**config.mk**
```make
export PLATFORM = sky130hd
export DESIGN_NAME = hq2x_line_scheduler
export DESIGN_NICKNAME = d
export VERILOG_FILES = /design/src/rtl/hq2x_line_scheduler_pkg.sv /design/src/rtl/pixel_fifo.sv /design/src/rtl/hq2x_line_scheduler.sv
export SDC_FILE = /design/constraint.sdc
export NUM_CORES = 1
export LEC_CHECK = 0
export CORE_MARGIN = 3
export CORE_UTILIZATION = 35
export CTS_CLUSTER_SIZE = 14
export DETAILED_ROUTE_END_ITERATION = 7
export DONT_BUFFER_PORTS = 1
export GPL_TIMING_DRIVEN = 0
export PLACE_DENSITY_LB_ADDON = 0.25
export SLEW_MARGIN = 5
export SYNTH_ARGS = -nofsm -noshare
export SYNTH_HDL_FRONTEND = slang
export SYNTH_HIERARCHICAL = 1
export SYNTH_SLANG_ARGS = --single-unit
export TNS_END_PERCENT = 20
```
**constraint.sdc**
```tcl
create_clock -name clk -period 7.51 [get_ports clk]
set_clock_uncertainty 0.2 [all_clocks]
set_input_delay 0.3755 -clock clk [delete_from_list [all_inputs] [get_ports clk]]
set_output_delay 0.3755 -clock clk [all_outputs]
set_load 0.01 [all_outputs]
```
**src/rtl/hq2x_line_scheduler_pkg.sv**
```systemverilog
`default_nettype none
// ============================================================================
// hq2x_line_scheduler_pkg : shared FSM state encoding and line timing constants
// Revision 1.0
// ============================================================================
package hq2x_line_scheduler_pkg;

    typedef enum logic [1:0] {
        ST_IDLE       = 2'd0,
        ST_SYNC       = 2'd1,
        ST_RUN        = 2'd2,
        ST_FLUSH_WAIT = 2'd3
    } state_t;

    localparam int unsigned SLOTS_PER_LINE  = 258;
    localparam int unsigned PIXELS_PER_LINE = 256;
    localparam int unsigned SYNC_CYCLES     = 2;
    localparam int unsigned FLUSH_GAP       = 4;

endpackage
`default_nettype wire

```
**src/rtl/pixel_fifo.sv**
```systemverilog
`default_nettype none
// ============================================================================
// pixel_fifo : power-of-two FIFO with synchronous clear; a pop frees room for
//              a same-cycle push even when full.   Revision 1.0
// ============================================================================
module pixel_fifo #(
    parameter int DEPTH = 16,
    parameter int WIDTH = 15
) (
    input  logic                     clk,
    input  logic                     reset,
    input  logic                     i_clear,
    input  logic                     i_push,
    input  logic [WIDTH-1:0]         i_wdata,
    input  logic                     i_pop,
    output logic [WIDTH-1:0]         o_rdata,
    output logic                     o_full,
    output logic                     o_empty,
    output logic [$clog2(DEPTH):0]   o_count
);
    localparam int AW = $clog2(DEPTH);
    localparam logic [AW:0] c_full = (AW+1)'(DEPTH);

    logic [WIDTH-1:0] r_mem [DEPTH];
    logic [AW-1:0]    r_rd_ptr;
    logic [AW-1:0]    r_wr_ptr;
    logic [AW:0]      r_count;
    logic             w_do_pop;
    logic             w_do_push;

    assign o_empty   = (r_count == '0);
    assign o_full    = (r_count == c_full);
    assign o_count   = r_count;
    assign o_rdata   = r_mem[r_rd_ptr];
    assign w_do_pop  = i_pop && !o_empty;
    assign w_do_push = i_push && (!o_full || w_do_pop);

    always_ff @(posedge clk or posedge reset) begin
        if (reset) begin
            r_rd_ptr <= '0;
            r_wr_ptr <= '0;
            r_count  <= '0;
        end else if (i_clear) begin
            r_rd_ptr <= '0;
            r_wr_ptr <= '0;
            r_count  <= '0;
        end else begin
            if (w_do_push) r_wr_ptr <= r_wr_ptr + 1'b1;
            if (w_do_pop)  r_rd_ptr <= r_rd_ptr + 1'b1;
            case ({w_do_push, w_do_pop})
                2'b10:   r_count <= r_count + 1'b1;
                2'b01:   r_count <= r_count - 1'b1;
                default: r_count <= r_count;
            endcase
        end
    end

    always_ff @(posedge clk) begin
        if (w_do_push && !i_clear) r_mem[r_wr_ptr] <= i_wdata;
    end

endmodule
`default_nettype wire

```
**src/rtl/hq2x_line_scheduler.sv**
```systemverilog
`default_nettype none
// ============================================================================
// hq2x_line_scheduler : buffers PPU pixels and paces one 256-pixel line per
//                       1032-cycle slot into the HQ2x scaler.   Revision 1.0
// ============================================================================
module hq2x_line_scheduler
    import hq2x_line_scheduler_pkg::*;
#(
    parameter int FIFO_DEPTH    = 16,
    parameter int VISIBLE_LINES = 240
) (
    input  logic        clk,
    input  logic        reset,
    input  logic        ppu_frame_start,
    input  logic        ppu_line_start,
    input  logic [14:0] ppu_pixel,
    input  logic        ppu_pixel_valid,
    input  logic [8:0]  vga_x,
    input  logic        vga_line_odd,
    output logic [14:0] hq_inputpixel,
    output logic        hq_reset_frame,
    output logic        hq_reset_line,
    output logic [9:0]  hq_read_x,
    output logic        busy,
    output logic [7:0]  line_count,
    output logic        err_overflow,
    output logic        err_underflow
);
    localparam logic [8:0] c_slot_last  = 9'(SLOTS_PER_LINE - 1);
    localparam logic [8:0] c_pix_slots  = 9'(PIXELS_PER_LINE);
    localparam logic [1:0] c_sync_last  = 2'(SYNC_CYCLES - 1);
    localparam logic [1:0] c_gap_last   = 2'(FLUSH_GAP - 1);
    localparam logic [7:0] c_visible    = 8'(VISIBLE_LINES);

    state_t      r_state;
    logic [1:0]  r_phase;
    logic [8:0]  r_slot;
    logic [1:0]  r_cnt;
    logic [7:0]  r_line_count;
    logic        r_flush_done;
    logic        r_flush_line;
    logic [14:0] r_pixel;
    logic        r_reset_frame;
    logic        r_reset_line;
    logic        r_busy;
    logic [9:0]  r_read_x;
    logic        r_err_overflow;
    logic        r_err_underflow;

    logic                          w_pop_req;
    logic                          w_pop_ok;
    logic                          w_fifo_ovf;
    logic                          w_fifo_unf;
    logic [14:0]                   w_fifo_rdata;
    logic                          w_fifo_full;
    logic                          w_fifo_empty;
    logic [$clog2(FIFO_DEPTH):0]   w_fifo_count;
    logic [7:0]                    w_line_count_next;

    // Frame start outranks the pop so an aborted line never consumes a pixel.
    assign w_pop_req = (r_state == ST_RUN) && (r_phase == 2'd2) && (r_slot < c_pix_slots)
                       && !r_flush_line && !ppu_frame_start;
    assign w_pop_ok  = w_pop_req && !w_fifo_empty;
    assign w_fifo_unf = w_pop_req && (w_fifo_count == '0);
    assign w_fifo_ovf = ppu_pixel_valid && w_fifo_full && !w_pop_ok;
    assign w_line_count_next = r_line_count + 8'd1;

    pixel_fifo #(
        .DEPTH (FIFO_DEPTH),
        .WIDTH (15)
    ) u_pixel_fifo (
        .clk     (clk),
        .reset   (reset),
        .i_clear (ppu_frame_start),
        .i_push  (ppu_pixel_valid),
        .i_wdata (ppu_pixel),
        .i_pop   (w_pop_req),
        .o_rdata (w_fifo_rdata),
        .o_full  (w_fifo_full),
        .o_empty (w_fifo_empty),
        .o_count (w_fifo_count)
    );

    always_ff @(posedge clk or posedge reset) begin
        if (reset) begin
            r_read_x <= '0;
        end else begin
            r_read_x <= {vga_line_odd, vga_x};
        end
    end

    always_ff @(posedge clk or posedge reset) begin
        if (reset) begin
            r_state         <= ST_IDLE;
            r_phase         <= '0;
            r_slot          <= '0;
            r_cnt           <= '0;
            r_line_count    <= '0;
            r_flush_done    <= 1'b0;
            r_flush_line    <= 1'b0;
            r_pixel         <= '0;
            r_reset_frame   <= 1'b1;
            r_reset_line    <= 1'b0;
            r_busy          <= 1'b0;
            r_err_overflow  <= 1'b0;
            r_err_underflow <= 1'b0;
        end else begin
            r_reset_frame <= ppu_frame_start;
            if (ppu_frame_start) begin
                r_state         <= ST_IDLE;
                r_phase         <= '0;
                r_slot          <= '0;
                r_cnt           <= '0;
                r_line_count    <= '0;
                r_flush_done    <= 1'b0;
                r_flush_line    <= 1'b0;
                r_reset_line    <= 1'b0;
                r_busy          <= 1'b0;
                r_err_overflow  <= 1'b0;
                r_err_underflow <= 1'b0;
            end else begin
                if (w_fifo_ovf) r_err_overflow <= 1'b1;
                if (w_fifo_unf || (ppu_line_start && r_state != ST_IDLE)) r_err_underflow <= 1'b1;
                if (w_pop_ok)   r_pixel <= w_fifo_rdata;
                case (r_state)
                    ST_IDLE: begin
                        if (ppu_line_start && (r_line_count < c_visible)) begin
                            r_state      <= ST_SYNC;
                            r_reset_line <= 1'b1;
                            r_busy       <= 1'b1;
                            r_cnt        <= '0;
                        end
                    end
                    ST_SYNC: begin
                        if (r_cnt == c_sync_last) begin
                            r_state      <= ST_RUN;
                            r_reset_line <= 1'b0;
                            r_phase      <= '0;
                            r_slot       <= '0;
                        end else begin
                            r_cnt <= r_cnt + 2'd1;
                        end
                    end
                    ST_RUN: begin
                        r_phase <= r_phase + 2'd1;
                        if (r_phase == 2'd3) begin
                            if (r_slot == c_slot_last) begin
                                r_line_count <= w_line_count_next;
                                r_busy       <= 1'b0;
                                r_flush_line <= 1'b0;
                                r_cnt        <= '0;
                                // The frame's last PPU line is followed by one self-issued flush line.
                                if ((w_line_count_next == c_visible) && !r_flush_done) begin
                                    r_state      <= ST_FLUSH_WAIT;
                                    r_flush_done <= 1'b1;
                                end else begin
                                    r_state <= ST_IDLE;
                                end
                            end else begin
                                r_slot <= r_slot + 9'd1;
                            end
                        end
                    end
                    ST_FLUSH_WAIT: begin
                        if (r_cnt == c_gap_last) begin
                            r_state      <= ST_SYNC;
                            r_reset_line <= 1'b1;
                            r_busy       <= 1'b1;
                            r_cnt        <= '0;
                            r_flush_line <= 1'b1;
                            r_pixel      <= '0;
                        end else begin
                            r_cnt <= r_cnt + 2'd1;
                        end
                    end
                    default: r_state <= ST_IDLE;
                endcase
            end
        end
    end

    assign hq_inputpixel  = r_pixel;
    assign hq_reset_frame = r_reset_frame;
    assign hq_reset_line  = r_reset_line;
    assign hq_read_x      = r_read_x;
    assign busy           = r_busy;
    assign line_count     = r_line_count;
    assign err_overflow   = r_err_overflow;
    assign err_underflow  = r_err_underflow;

endmodule
`default_nettype wire

```
# Word level (Yosys, flattened, before mapping)
# Memories as Yosys holds them, arrays and structs flattened.
# Cells that the tools add are included.
[op_classes]
add_sub_neg = 8
magnitude_cmp = 2
eq_ne = 19
muxes = 58
n_reduce_logical = 46
[ops]
columns = ["op", "n"]
rows = [
  ["15-bit two-way mux", 3],
  ["9-bit two-way mux", 4],
  ["8-bit two-way mux", 4],
  ["2-bit two-way mux", 15],
  ["4-bit AND reduction", 5],
  ["1-bit two-way mux", 19],
  ["9-bit case mux with 2 select lines", 1],
  ["2-bit nonzero test", 9],
  ["4-bit two-way mux", 4],
  ["2-bit case mux with 4 select lines", 2],
  ["3-bit inequality test, second input constant", 5],
  ["1-bit logical AND", 13],
  ["2-bit equality test, second input constant", 6],
  ["5-bit case mux with 2 select lines", 1],
  ["5-bit AND reduction", 2],
  ["9-bit by 1-bit adder with 9-bit output, second input constant", 1],
  ["9-bit equality test, second input constant", 1],
  ["9-bit less-than comparator, second input constant", 1],
  ["3-bit nonzero test", 3],
  ["4-bit by 1-bit adder with 4-bit output, second input constant", 2],
  ["8-bit by 1-bit adder with 8-bit output, second input constant", 1],
  ["8-bit equality test, second input constant", 1],
  ["8-bit less-than comparator, second input constant", 1],
  ["4-bit nonzero test", 2],
  ["other kinds (16)", 27],
]
[totals]
ff_bits = 68
ram_bits = 240
inputBits = 30
out_inout_bits = 38
memories = 1
[mem_list]
columns = ["name", "depth", "width", "rd", "rd_clocked_by_memory_dff", "wr", "line_no", "rtl"]
rows = [
  ["u_pixel_fifo.r_mem", 16, 15, 1, 0, 1, "pixel_fifo.sv:24", "logic [WIDTH-1:0] r_mem [DEPTH];"],
]

# Depth between registers and ports, before layout
# Gate-level depths: netlist of run 1.
[logic_depth]
word_depth = 11
mapped_depth = 12
ltp_nobuf = 11

# Hierarchy
# The synthesis of run 1 kept the hierarchy.
[modules_own_cells]
columns = ["mod", "n_inst", "cells_each", "area_each_um2", "seq_area_each_um2"]
rows = [
  ["pixel_fifo", 1, 451, 10013.4, 7532.2],
  ["hq2x_line_scheduler", 1, 271, 2713.9, 1377.6],
]

# Least setup slack after synthesis of run 1
# OpenSTA, ideal clock, no wires.
[synth_path]
kind = "reg-to-reg"
from = "register r_state[0]"
to = "memory u_pixel_fifo.r_mem[0][0] (enable)"
setup_time_ns = 0.386
arrival_time_ns = 2.722
required_ns = 6.924
slack_ns = 4.202
stages_incl_launch_ff = 10
n_path_buf = 1
period_less_slack_ns = 3.308
path_cell_list = "dfrtp_1 > inv_1 > ha_1 > buf_4 > nand2b_4 > nor4b_4 > inv_1 > a31oi_2 > nand2_1 > nor2_1"
[synth_between]
elab_chain_cells = 11
[synth_rtl]
columns = ["item", "line_no", "rtl"]
rows = [
  ["start, declared", "hq2x_line_scheduler.sv:35", "state_t r_state;"],
  ["start signal, assigned", "hq2x_line_scheduler.sv:94", "r_state <= ST_IDLE;"],
  ["start signal, assigned", "hq2x_line_scheduler.sv:110", "r_state <= ST_IDLE;"],
  ["start signal, assigned", "hq2x_line_scheduler.sv:128", "r_state <= ST_SYNC;"],
  ["2-bit equality test", "hq2x_line_scheduler.sv:61", "assign w_pop_req = (r_state == ST_RUN) && (r_phase == 2'd2) && (r_slot < c_pix_slots)"],
  ["1-bit logical AND (2 in a row)", "hq2x_line_scheduler.sv:61", ""],
  ["1-bit logical AND (2 in a row)", "hq2x_line_scheduler.sv:62", "&& !r_flush_line && !ppu_frame_start;"],
  ["via w_pop_req", "hq2x_line_scheduler.sv:50", "logic w_pop_req;"],
  ["1-bit logical AND", "pixel_fifo.sv:35", "assign w_do_pop = i_pop && !o_empty;"],
  ["1-bit logical OR", "pixel_fifo.sv:36", "assign w_do_push = i_push && (!o_full || w_do_pop);"],
  ["1-bit logical AND", "pixel_fifo.sv:36", ""],
  ["1-bit logical AND", "pixel_fifo.sv:59", "if (w_do_push && !i_clear) r_mem[r_wr_ptr] <= i_wdata;"],
  ["1-bit two-way mux", "pixel_fifo.sv:59", ""],
  ["1-bit two-way mux (implied by the code)", "pixel_fifo.sv:59", ""],
  ["end, declared", "pixel_fifo.sv:24", ""],
]
# The timed path passes the listed nets, and every way through them passes these cells.

# Worst setup path in the final report of run 1
[layout_path]
from = "register r_state[0]"
to = "memory u_pixel_fifo.r_mem[6][12] (enable)"
# Same word-level chain as after synthesis.

==> results by group, run 1 <==
Setup path
  – Crit Path Max Fanout: 11
  – Worst Path Arrival: 3.90 ns
  – CP Data Required Time: 7.58 ns
  – Crit start category: register
  – Crit. End Element: register
  – CP Class: register to register

Layout
  – Commonest cells after routing, fill and taps aside: edfxtp_1, mux4_2, dfrtp_1, nand2_1, nor2_1
  – Fin nets: 852
  – # diodes: 0
  – Area added between synthesis and finish: 17.1%
  – Share of cells above drive strength 1: 23.0%
  – Fin area: 0.0149 mm^2
  – Utilization after layout: 41.7%
  – Fill cells: 3,170
  – Commonest non-fill, non-tap cell in the layout: edfxtp_1

Timing
  – Slew headroom: 32.5%
  – Final Cycle Share: 51.0%
  – RSZ-0062 raised after global routing: false
  – Final Hold Vio Count: 0
  – Worst-Margin Slew: 1.01 ns
  – Worst hold slack: 0.0347 ns
  – Pins Over Slew Limit: 0
  – Setup TNS: 0 ns
  – Worst setup margin: 3.68 ns
  – # setup viols final: 0
  – Minimum clock period: 3.83 ns
  – Fmax: 261 MHz

Floorplanning
  – Core Area: 0.0357 mm^2
  – Chip width: 197 um
  – Die Area: 0.0387 mm^2
  – DIE HEIGHT: 197 um
  – # IOs: 68
  – Initial Utilization: 35.6%
  – FP Rows: 69

Routing
  – Routed wl met3: 1390 um
  – Initial DRC count: 430
  – Routed Antenna Nets: 0
  – Via count: 6,620
  – Met2 WL post-DR: 14,500 um
  – Top sig layer: met5
  – Residual DRC: 0
  – Vias/cell: 5.14
  – Drt first pass iters: 5
  – WL/cell: 22.3 um
  – DRT met1 WL: 12,400 um
  – Total Wirelength: 28,700 um

Run
  – Max-cap viol count: 0

CTS
  – Root buffer selected by CTS: clkbuf_16
  – Clock-pin slew on the worst setup and hold paths: 0.06 ns
  – CTS tree: done
  – Num CTS Buffers: 31
  – Postcts setup bufs: 0
  – Clk sinks: 308
  – Worst-Skew Late Latency: 0.57 ns
  – Clock Tree Buf Depth: 3
  – H-tree Lvls: 1

Logic synthesis
  – Synth cell types: 60
  – Top cells by area, synth: edfxtp_1, mux4_2, dfrtp_1, ha_1, nor2_1
  – FF+latch count, synth: 308
  – Async SR Flop Fraction: 22.1%
  – Area fraction of the dominant cell type after synthesis: 56.6%
  – Syn_nets: 773
  – Synth Area per Inst: 17.6 um^2
  – Cell area after synthesis: 0.0127 mm^2
  – Cell count after synthesis: 722
  – Main flop type after synthesis: edfxtp_1
  – Yosys warning total: 6
  – Post-synthesis sequential area ratio: 70.0%
  – Synth area leader: edfxtp_1
  – Number of synthesized flops with an enable pin: 240

GRT
  – Antenna violations before repair: 1
  – Number of global-route vias before repair: 6,883
  – Global-route wire length before repair: 43,600 um
  – Pin count of the biggest net entering global routing: 39
  – Total GRT Usage: 14.9%
  – Grt ovf: 0

Power and ir drop
  – Power share of the clock group: 41.4%
  – VDD IR max: 0.189 mV
  – Sequential share of power: 53.2%
  – Power per cell area: 239 mW/mm^2
  – Psw: 776 uW
  – Comb pwr share: 5.4%
  – Leak: 4.98 nW
  – Internal Pwr Total: 2.78 mW
  – Sw Share: 21.8%

Min path
  – HP Class: input port to register

Placement
  – Port Buffer Count: 0
  – Area after DPL: 0.0136 mm^2
  – DP HPWL: 19,300 um
  – Gpl congestion: 0.778
  – Dpl ws: 3.64 ns

Outcome
  – Status: finished, final reports clean
## power by group through the flow
stage	clock, mW	combinational [mW]	sequential, mW
2_1_floorplan	0	0.121	1.92
6_report	1.47	0.191	1.89
4_1_cts	1.51	0.193	1.89
3_3_place_gp	0	0.153	1.93
5_1_grt	1.57	0.213	1.89
3_5_place_dp	0	0.160	1.93
## layout make-up
| cell class | count | area [um^2] | share of cell area [%] |
|---|---|---|---|
| multi-input combinational | 360 | 3610 | 24.2 |
| inverter | 22 | 82.6 | 0.554 |
| timing repair buffer | 46 | 588 | 3.95 |
| clock inverter | 19 | 150 | 1.01 |
| sequential | 308 | 8910 | 59.8 |
| clock buffer | 39 | 816 | 5.48 |
| buffer | 32 | 165 | 1.11 |
| tap | 461 | 577 | 3.87 |
## flip-flops by register name, summed over array words and instances (netlist names)
| name | cells |
|---|---|
| r_state | 2 |
| busy | 1 |
| err_overflow | 1 |
| r_phase | 2 |
| u_pixel_fifo/r_rd_ptr | 4 |
| hq_inputpixel | 15 |
| hq_reset_line | 1 |
| hq_reset_frame | 1 |
| r_flush_done | 1 |
| err_underflow | 1 |
| u_pixel_fifo/r_mem | 240 |
| u_pixel_fifo/o_count | 5 |
| hq_read_x | 10 |
| r_slot | 9 |
| line_count | 8 |
| r_cnt | 2 |
| r_flush_line | 1 |
| u_pixel_fifo/r_wr_ptr | 4 |
## metal layers
metal  vias to the layer above  track usage, %
li1                       2993               -
met1                      3423            20.3
met2                       169            25.8
met3                        33            2.09
met4                         2            3.27
met5                         -               0
## through the flow
step	instances	total power, mW
global route	1287	3.68
detailed placement	1200	2.09
CTS	1287	3.59
finish	1287	3.55
floorplan	722	2.04
global placement	1183	2.08
## kinds of logic after synthesis
family                     Yosys count  synth area share [%]
adders and majority gates           21                  2.12
and+or+nand+nor                    159                  6.29
AOI/OAI and AO/OA                   76                  4.24
muxes                               84                  14.0
buffers and inverters               54                  1.95
xor gates and xnor gates            20                  1.38
DFF                                308                  70.0
## worst paths after layout
path	start	endpoint	slack (ns)	cells past startpoint
min in group asynchronous	reset	err_underflow$_DFFE_PP0P_	0.10	2
worst max-delay path	r_state[0]$_DFFE_PP0P_	u_pixel_fifo/r_mem[6][12]$_DFFE_PP_	3.68	10
worst min-delay path	ppu_frame_start	u_pixel_fifo/r_wr_ptr[1]$_DFFE_PP0P_	0.03	2
worst max register to register	r_state[0]$_DFFE_PP0P_	u_pixel_fifo/r_mem[6][12]$_DFFE_PP_	3.68	10
worst min register to register	r_flush_done$_DFFE_PP0P_	r_flush_done$_DFFE_PP0P_	0.31	2
max in group asynchronous	reset	hq_inputpixel[8]$_DFFE_PP0N_	6.46	3
## cells in the mapped netlist, types with 2 or more instances
| library cell | count |
|---|---|
| mux4_2 | 75 |
| a211oi_1 | 4 |
| dfrtp_1 | 67 |
| and3_1 | 2 |
| buf_4 | 8 |
| and4_2 | 2 |
| o211ai_1 | 4 |
| o21ai_1 | 2 |
| mux2_2 | 4 |
| edfxtp_1 | 240 |
| nand3_1 | 9 |
| a31oi_1 | 4 |
| nand4_1 | 6 |
| xor2_1 | 13 |
| mux2i_1 | 5 |
| ha_1 | 20 |
| buf_1 | 3 |
| inv_1 | 21 |
| nor2b_1 | 8 |
| buf_2 | 5 |
| o21ai_0 | 8 |
| nor2_1 | 54 |
| nor3_1 | 12 |
| nand2b_1 | 4 |
| nand2_1 | 46 |
| clkbuf_1 | 14 |
| a21oi_1 | 32 |
| o41ai_1 | 2 |
| nor4b_4 | 3 |
| or2_2 | 3 |
| xnor2_1 | 7 |
| o2111ai_1 | 7 |
## what timing repair did
item / in CTS / in global routing
hold endpoints to repair: 338 / 0
gates resized for setup: 0 / 0
endpoints found under the setup margin: 0 / 0
hold buffers: 29 / 0
## worst max-delay path, stage by stage, from the launching register on
cell and delay (ns):
dfrtp_1 0.43, inv_1 0.10, ha_1 0.16, buf_4 0.18
nand2b_4 0.08, nor4b_4 0.68, inv_1 0.20, a31oi_2 0.40
nand2_1 0.25, nor2_2 0.61, buf_8 0.24
Power figures use the tool's default switching activity.
==> run 2: changes to the inputs <==
Clock period 7.51 ns to 3.6 ns, I/O delays scaled along.
==> results by group, run 2 (synthesis results as in run 1) <==
CTS
  – Clock Tree Buf Depth: 3 (unchanged)
  – CTS tree: done
  – Root buffer selected by CTS: clkbuf_16
  – Worst-Skew Late Latency: 0.57 ns (about the same)
  – H-tree Lvls: 1 (unchanged)
  – Clk sinks: 308 (unchanged)
  – Clock-pin slew on the worst setup and hold paths: 0.06 ns (about the same)
  – Num CTS Buffers: 31 (unchanged)

Layout
  – Area of the multi-input gates: 0.00363 mm^2 (+0.69%)
  – Utilization after layout: 42.1% (+0.43 points)
  – Number of flip-flops in the largest register: 240 (unchanged)
  – Share of cells above drive strength 1: 22.8% (-0.24 points)
  – Area added between synthesis and finish: 18.3%
  – FF+latch area: 0.00891 mm^2 (unchanged)
  – Commonest non-fill, non-tap cell in the layout: edfxtp_1
  – Fin nets: 865 (+1.5%)
  – Fill cells: 3,154 (-0.50%)
  – Commonest cells after routing, fill and taps aside: edfxtp_1, mux4_2, dfrtp_1, nand2_1, dlygate4sd3_1
  – Biggest register: u_pixel_fifo/r_mem
  – # diodes: 0 (unchanged)

Routing
  – Residual DRC: 0 (unchanged)
  – Met2 WL post-DR: 14,600 um (+0.73%)
  – Top sig layer: met5
  – Drt first pass iters: 4 (-1)
  – Routed wl met3: 1170 um (-16%)
  – Vias/cell: 5.15 (+0.14%)
  – Via count: 6,696 (+1.1%)
  – Initial DRC count: 440 (+2.3%)
  – DRT met1 WL: 12,600 um (+2.1%)
  – WL/cell: 22.2 um (-0.49%)
  – Routed Antenna Nets: 0 (unchanged)
  – Total Wirelength: 28,900 um (+0.52%)

Timing
  – Fmax: 295 MHz (+13%)
  – # setup viols final: 0 (unchanged)
  – Worst-Margin Slew: 1.02 ns (+0.00365 ns)
  – Final Hold Vio Count: 0 (unchanged)
  – Pins Over Slew Limit: 0 (unchanged)
  – Slew headroom: 32.3% (-0.24 points)
  – Worst setup margin: 0.206 ns (-3.47 ns)
  – RSZ-0062 raised after global routing: false
  – Minimum clock period: 3.39 ns (-0.437 ns)
  – Final Cycle Share: 94.3% (+43 points)

Placement
  – DP HPWL: 19,300 um (unchanged)
  – Dpl ws: -0.270 ns (-3.91 ns)
  – Gpl congestion: 0.778 (unchanged)
  – Port Buffer Count: 0 (unchanged)

GRT
  – Pin count of the biggest net entering global routing: 39 (unchanged)
  – Grt ovf: 0 (unchanged)
  – Global-route wire length before repair: 43,800 um (+0.52%)
  – Antenna violations before repair: 1 (unchanged)
  – Total GRT Usage: 15.0% (+0.059 points)
  – Number of global-route vias before repair: 6,964 (+1.2%)

Floorplanning
  – Die Area: 0.0387 mm^2 (unchanged)
  – Chip width: 197 um (unchanged)
  – Initial Utilization: 35.6% (unchanged)
  – FP Rows: 69 (unchanged)
  – # IOs: 68 (unchanged)
  – Core Area: 0.0357 mm^2 (unchanged)
  – DIE HEIGHT: 197 um (unchanged)

Setup path
  – Critical path's slowest cell: nor2_2
  – Crit path largest cell delay: 0.57 ns (-0.11 ns)
  – Critical Path, Cell by Cell: inv_1 -> ha_1 -> buf_4 -> nand2b_4 -> nor4b_4 -> inv_1 -> a31oi_2 -> nand2_1 -> nor2_2 -> buf_8
  – FF-to-FF path depth: 10 (unchanged)
  – Crit. End Element: register
  – CP Data Required Time: 3.68 ns (-3.90 ns)
  – Crit start category: register
  – Most used cell, CP: inv_1
  – Worst Path Arrival: 3.47 ns (-0.43 ns)
  – Crit Path Max Fanout: 9 (-2)
  – CP Class: register to register

Min path
  – HP Class: input port to register
  – Hold Path Stages: 3 (+1)

Power and ir drop
  – VDD IR max: 0.396 mV (+110%)
  – Psw: 1.62 mW (+110%)
  – Internal Pwr Total: 5.80 mW (+110%)
  – Leak: 5.04 nW (+1.1%)
  – Power per cell area: 493 mW/mm^2 (+110%)
  – Sequential share of power: 53.2% (about the same)
  – Comb pwr share: 5.6% (+0.2 points)
  – Sw Share: 21.8% (-0.023 points)
  – Power share of the clock group: 41.3% (about the same)

Outcome
  – Status: finished, final reports clean

Run
  – Max-cap viol count: 0 (unchanged)
[run 2: power groups by stage]
stage                     sequential [mW]  clock, mW  combinational (mW)
after CTS                            3.95       3.14               0.416
after detailed placement             4.02          0               0.334
after global placement               4.02          0               0.318
after global routing                 3.95       3.28               0.460
after floorplan                      4.01          0               0.252
final                                3.95       3.06               0.414
[run 2: per-stage QoR]
| stage | cells | TNS [ns] | hold slack [ns] | total power, mW | instance area (um^2) |
|---|---|---|---|---|---|
| 5_1_grt | 1300 | 0 | 0.267 | 7.69 | 15100 |
| 3_5_place_dp | 1200 | -20.27 | -0.112 | 4.35 | 13600 |
| 3_3_place_gp | 1183 | -175.93 | -0.0530 | 4.34 | 13300 |
| 2_1_floorplan | 722 | 0 | -0.143 | 4.26 | 12700 |
| 4_1_cts | 1300 | 0 | 0.225 | 7.50 | 15100 |
| 6_report | 1300 | 0 | 0.243 | 7.42 | 15100 |
[run 2: area by class of cell]
type                    count  area share (%)
well taps                 461            3.83
multi-input cells         360            24.1
flip-flops and latches    308            59.2
clock inverters            19           0.998
repair buffers             59            4.76
inverters                  22           0.549
clock buffers              39            5.42
plain buffers              32            1.10
[run 2: layer usage]
metal	global-route usage (%)	up-vias
met3	2.09	33
met1	20.4	3502
li1	-	3018
met2	25.8	141
met4	3.27	2
met5	0	-
[run 2: path summary, 6_finish.rpt]
| path | startpoint | end | slack, ns |
|---|---|---|---|
| setup / recovery | r_state[0]$_DFFE_PP0P_ | u_pixel_fifo/r_mem[9][13]$_DFFE_PP_ | 0.21 |
| hold / removal | ppu_line_start | err_underflow$_DFFE_PP0P_ | 0.24 |
| setup reg to reg | r_state[0]$_DFFE_PP0P_ | u_pixel_fifo/r_mem[9][13]$_DFFE_PP_ | 0.21 |
| hold reg to reg | r_flush_done$_DFFE_PP0P_ | r_flush_done$_DFFE_PP0P_ | 0.31 |
| max in group asynchronous | reset | r_slot[6]$_DFFE_PP0P_ | 1.47 |
| min in group asynchronous | reset | hq_reset_frame$_DFF_PP1_ | 0.50 |
[run 2: timing repair]
item / 4_1_cts / 5_1_grt
setup endpoints to repair: 155 / 0
hold endpoints to repair: 410 / 0
setup buffers: 1 / 0
hold buffers: 41 / 0
gates resized for setup: 5 / 0
[run 2: critical path: cells and delay by family (launching register included)]
kind	cells	cell delay, ns
compound gates	1	0.38
flops	1	0.42
buf+inv	4	0.65
simple gates	4	1.28
fa+ha+maj	1	0.16
==> run 3: changes to the inputs <==
Settings changed: ABC_CLOCK_PERIOD_IN_PS set to 3600, REMOVE_ABC_BUFFERS set to 1.
==> results by group, run 3 (synthesis results as in run 1) <==
Outcome
  – Status: finished, final reports clean

Run
  – Max-cap viol count: 0 (unchanged)

Layout
  – Biggest register: u_pixel_fifo/r_mem
  – Share of cells above drive strength 1: 23.5% (+0.72 points)
  – Fill cells: 3,202 (+1.5%)
  – Area added between synthesis and finish: 19.0%
  – # diodes: 0 (unchanged)
  – Commonest cells after routing, fill and taps aside: edfxtp_1, mux4_2, dfrtp_1, nand2_1, dlygate4sd3_1
  – Commonest non-fill, non-tap cell in the layout: edfxtp_1
  – Fin nets: 837 (-3.2%)
  – Number of flip-flops in the largest register: 240 (unchanged)

CTS
  – Clock Tree Buf Depth: 3 (unchanged)
  – Root buffer selected by CTS: clkbuf_16
  – Clk sinks: 308 (unchanged)
  – CTS tree: done
  – Worst-Skew Late Latency: 0.58 ns (about the same)
  – Num CTS Buffers: 31 (unchanged)
  – H-tree Lvls: 1 (unchanged)
  – Clock-pin slew on the worst setup and hold paths: 0.06 ns (about the same)

Routing
  – Initial DRC count: 483 (+9.8%)
  – Residual DRC: 0 (unchanged)
  – Drt first pass iters: 4 (unchanged)
  – Routed Antenna Nets: 0 (unchanged)
  – Via count: 6,568 (-1.9%)
  – WL/cell: 22.1 um (-0.28%)
  – Vias/cell: 5.17 (+0.41%)
  – Total Wirelength: 28,100 um (-2.6%)

GRT
  – Grt ovf: 0 (unchanged)
  – Met2 Use GR: 24.0% (-1.8 points)
  – Global-route wire length before repair: 42,800 um (-2.4%)
  – Layer with the highest usage: met2
  – Met3 Use GR: 3.30% (+1.2 points)
  – Pin count of the biggest net entering global routing: 56 (+44%)
  – Number of global-route vias before repair: 6,867 (-1.4%)
  – Antenna violations before repair: 2 (+1)
  – Met1 GRT Util: 20.1% (-0.29 points)
  – Total GRT Usage: 14.6% (-0.41 points)

Setup path
  – Critical Path, Cell by Cell: inv_1 -> ha_1 -> nand2b_4 -> nor4b_4 -> inv_1 -> a31oi_2 -> nand2_1 -> nor2_2 -> buf_8
  – Worst Path Arrival: 3.49 ns (+0.02 ns)
  – Crit start category: register
  – Crit. End Element: register
  – Critical path's slowest cell: nor2_2
  – Crit path largest cell delay: 0.43 ns (-0.14 ns)
  – Crit Path Max Fanout: 11 (+2)
  – CP Data Required Time: 3.67 ns (about the same)
  – Most used cell, CP: inv_1
  – CP Class: register to register
  – FF-to-FF setup slack: 0.19 ns (-0.02 ns)

Timing
  – Worst setup margin: 0.187 ns (-0.0188 ns)
  – Worst-Margin Slew: 1.09 ns (+0.0738 ns)
  – RSZ-0062 raised after global routing: false
  – Minimum clock period: 3.41 ns (+0.0188 ns)
  – Final Hold Vio Count: 0 (unchanged)
  – # setup viols final: 0 (unchanged)
  – Pins Over Slew Limit: 0 (unchanged)
  – Final Cycle Share: 94.8% (+0.52 points)
  – Setup TNS: 0 ns (unchanged)
  – Fmax: 293 MHz (-0.55%)
  – Slew headroom: 27.4% (-4.9 points)

Power and ir drop
  – Internal Pwr Total: 6.01 mW (+3.5%)
  – Leak: 5.01 nW (-0.61%)
  – Sequential share of power: 51.3% (-1.9 points)
  – Power Total: 7.68 mW (+3.5%)
  – Sw Share: 21.8% (-0.022 points)
  – Psw: 1.67 mW (+3.4%)
  – Comb pwr share: 5.2% (-0.4 points)
  – Power per cell area: 507 mW/mm^2 (+2.9%)
  – Power share of the clock group: 43.4% (+2.1 points)
  – VDD IR max: 0.382 mV (-3.6%)

Placement
  – DP HPWL: 17,600 um (-9.1%)
  – Port Buffer Count: 0 (unchanged)
  – Gpl congestion: 0.716 (-8.0%)
  – Dpl ws: -0.371 ns (-0.100 ns)

Floorplanning
  – Chip width: 197 um (unchanged)
  – # IOs: 68 (unchanged)
  – DIE HEIGHT: 197 um (unchanged)
  – FP Rows: 69 (unchanged)
  – Core Area: 0.0357 mm^2 (unchanged)
  – Die Area: 0.0387 mm^2 (unchanged)
  – Initial Utilization: 35.6% (unchanged)

Min path
  – HP Class: input port to register
==> run 3: path summary, 6_finish.rpt <==
| check | startpoint | to | cells past startpoint |
|---|---|---|---|
| hold / removal | ppu_frame_start | u_pixel_fifo/r_mem[1][0]$_DFFE_PP_ | 2 |
| max in group asynchronous | reset | u_pixel_fifo/r_rd_ptr[0]$_DFFE_PP0P_ | 3 |
| min in group asynchronous | reset | err_underflow$_DFFE_PP0P_ | 2 |
| hold reg to reg | r_flush_done$_DFFE_PP0P_ | r_flush_done$_DFFE_PP0P_ | 2 |
| setup reg to reg | r_state[0]$_DFFE_PP0P_ | u_pixel_fifo/r_mem[5][8]$_DFFE_PP_ | 9 |
| setup / recovery | r_state[0]$_DFFE_PP0P_ | u_pixel_fifo/r_mem[5][8]$_DFFE_PP_ | 9 |
==> run 3: final cells by class <==
class	instances	area (um^2)	area share (%)
clock buffers	36	795	5.25
clock inverters	20	260	1.72
inverters	22	85.1	0.562
multi-input cells	360	3670	24.3
flip-flops and latches	308	8920	58.9
well taps	461	577	3.81
repair buffers	63	835	5.51
==> run 3: power by group through the flow <==
stage / combinational, mW / sequential [mW] / clock, mW
2_1_floorplan: 0.241 / 4.01 / 0
3_3_place_gp: 0.301 / 4.02 / 0
3_5_place_dp: 0.317 / 4.02 / 0
4_1_cts: 0.407 / 3.94 / 3.43
5_1_grt: 0.450 / 3.95 / 3.57
6_report: 0.401 / 3.94 / 3.34
==> run 3: timing repair <==
item	in CTS	in global routing
gates resized for setup	11	0
setup buffers	1	0
hold buffers	42	0
hold endpoints to repair	409	0
endpoints found under the setup margin	176	9
pin swaps	1	2
==> run 3: worst max-delay path, delay by kind of cell, from the launching register on <==
kind                     cells  cell delay (ns)
AND/OR/NAND/NOR              4             1.20
adder cells (fa/ha/maj)      1             0.42
buffers and inverters        3             0.47
AO/OA/AOI/OAI                1             0.39
flip-flops                   1             0.42
==> run 3: per-layer routing <==
| metal | up-vias | part of all wire, % |
|---|---|---|
| met5 | - | 0.028 |
| met4 | 2 | 1.9 |
| met3 | 39 | 5.8 |
| met2 | 147 | 48 |
| met1 | 3421 | 44 |
| li1 | 2959 | - |
==> run 3: per-stage QoR <==
stage	hold slack (ns)	area, um^2	utilization [%]	instances
6_report	0.0289	15100	42.4	1270
5_1_grt	0.0268	15100	42.4	1270
4_1_cts	0.00162	15100	42.4	1270
3_5_place_dp	-0.0298	13600	38.0	1171
3_3_place_gp	-0.0231	13100	36.8	1151
2_1_floorplan	-0.143	12600	-	690
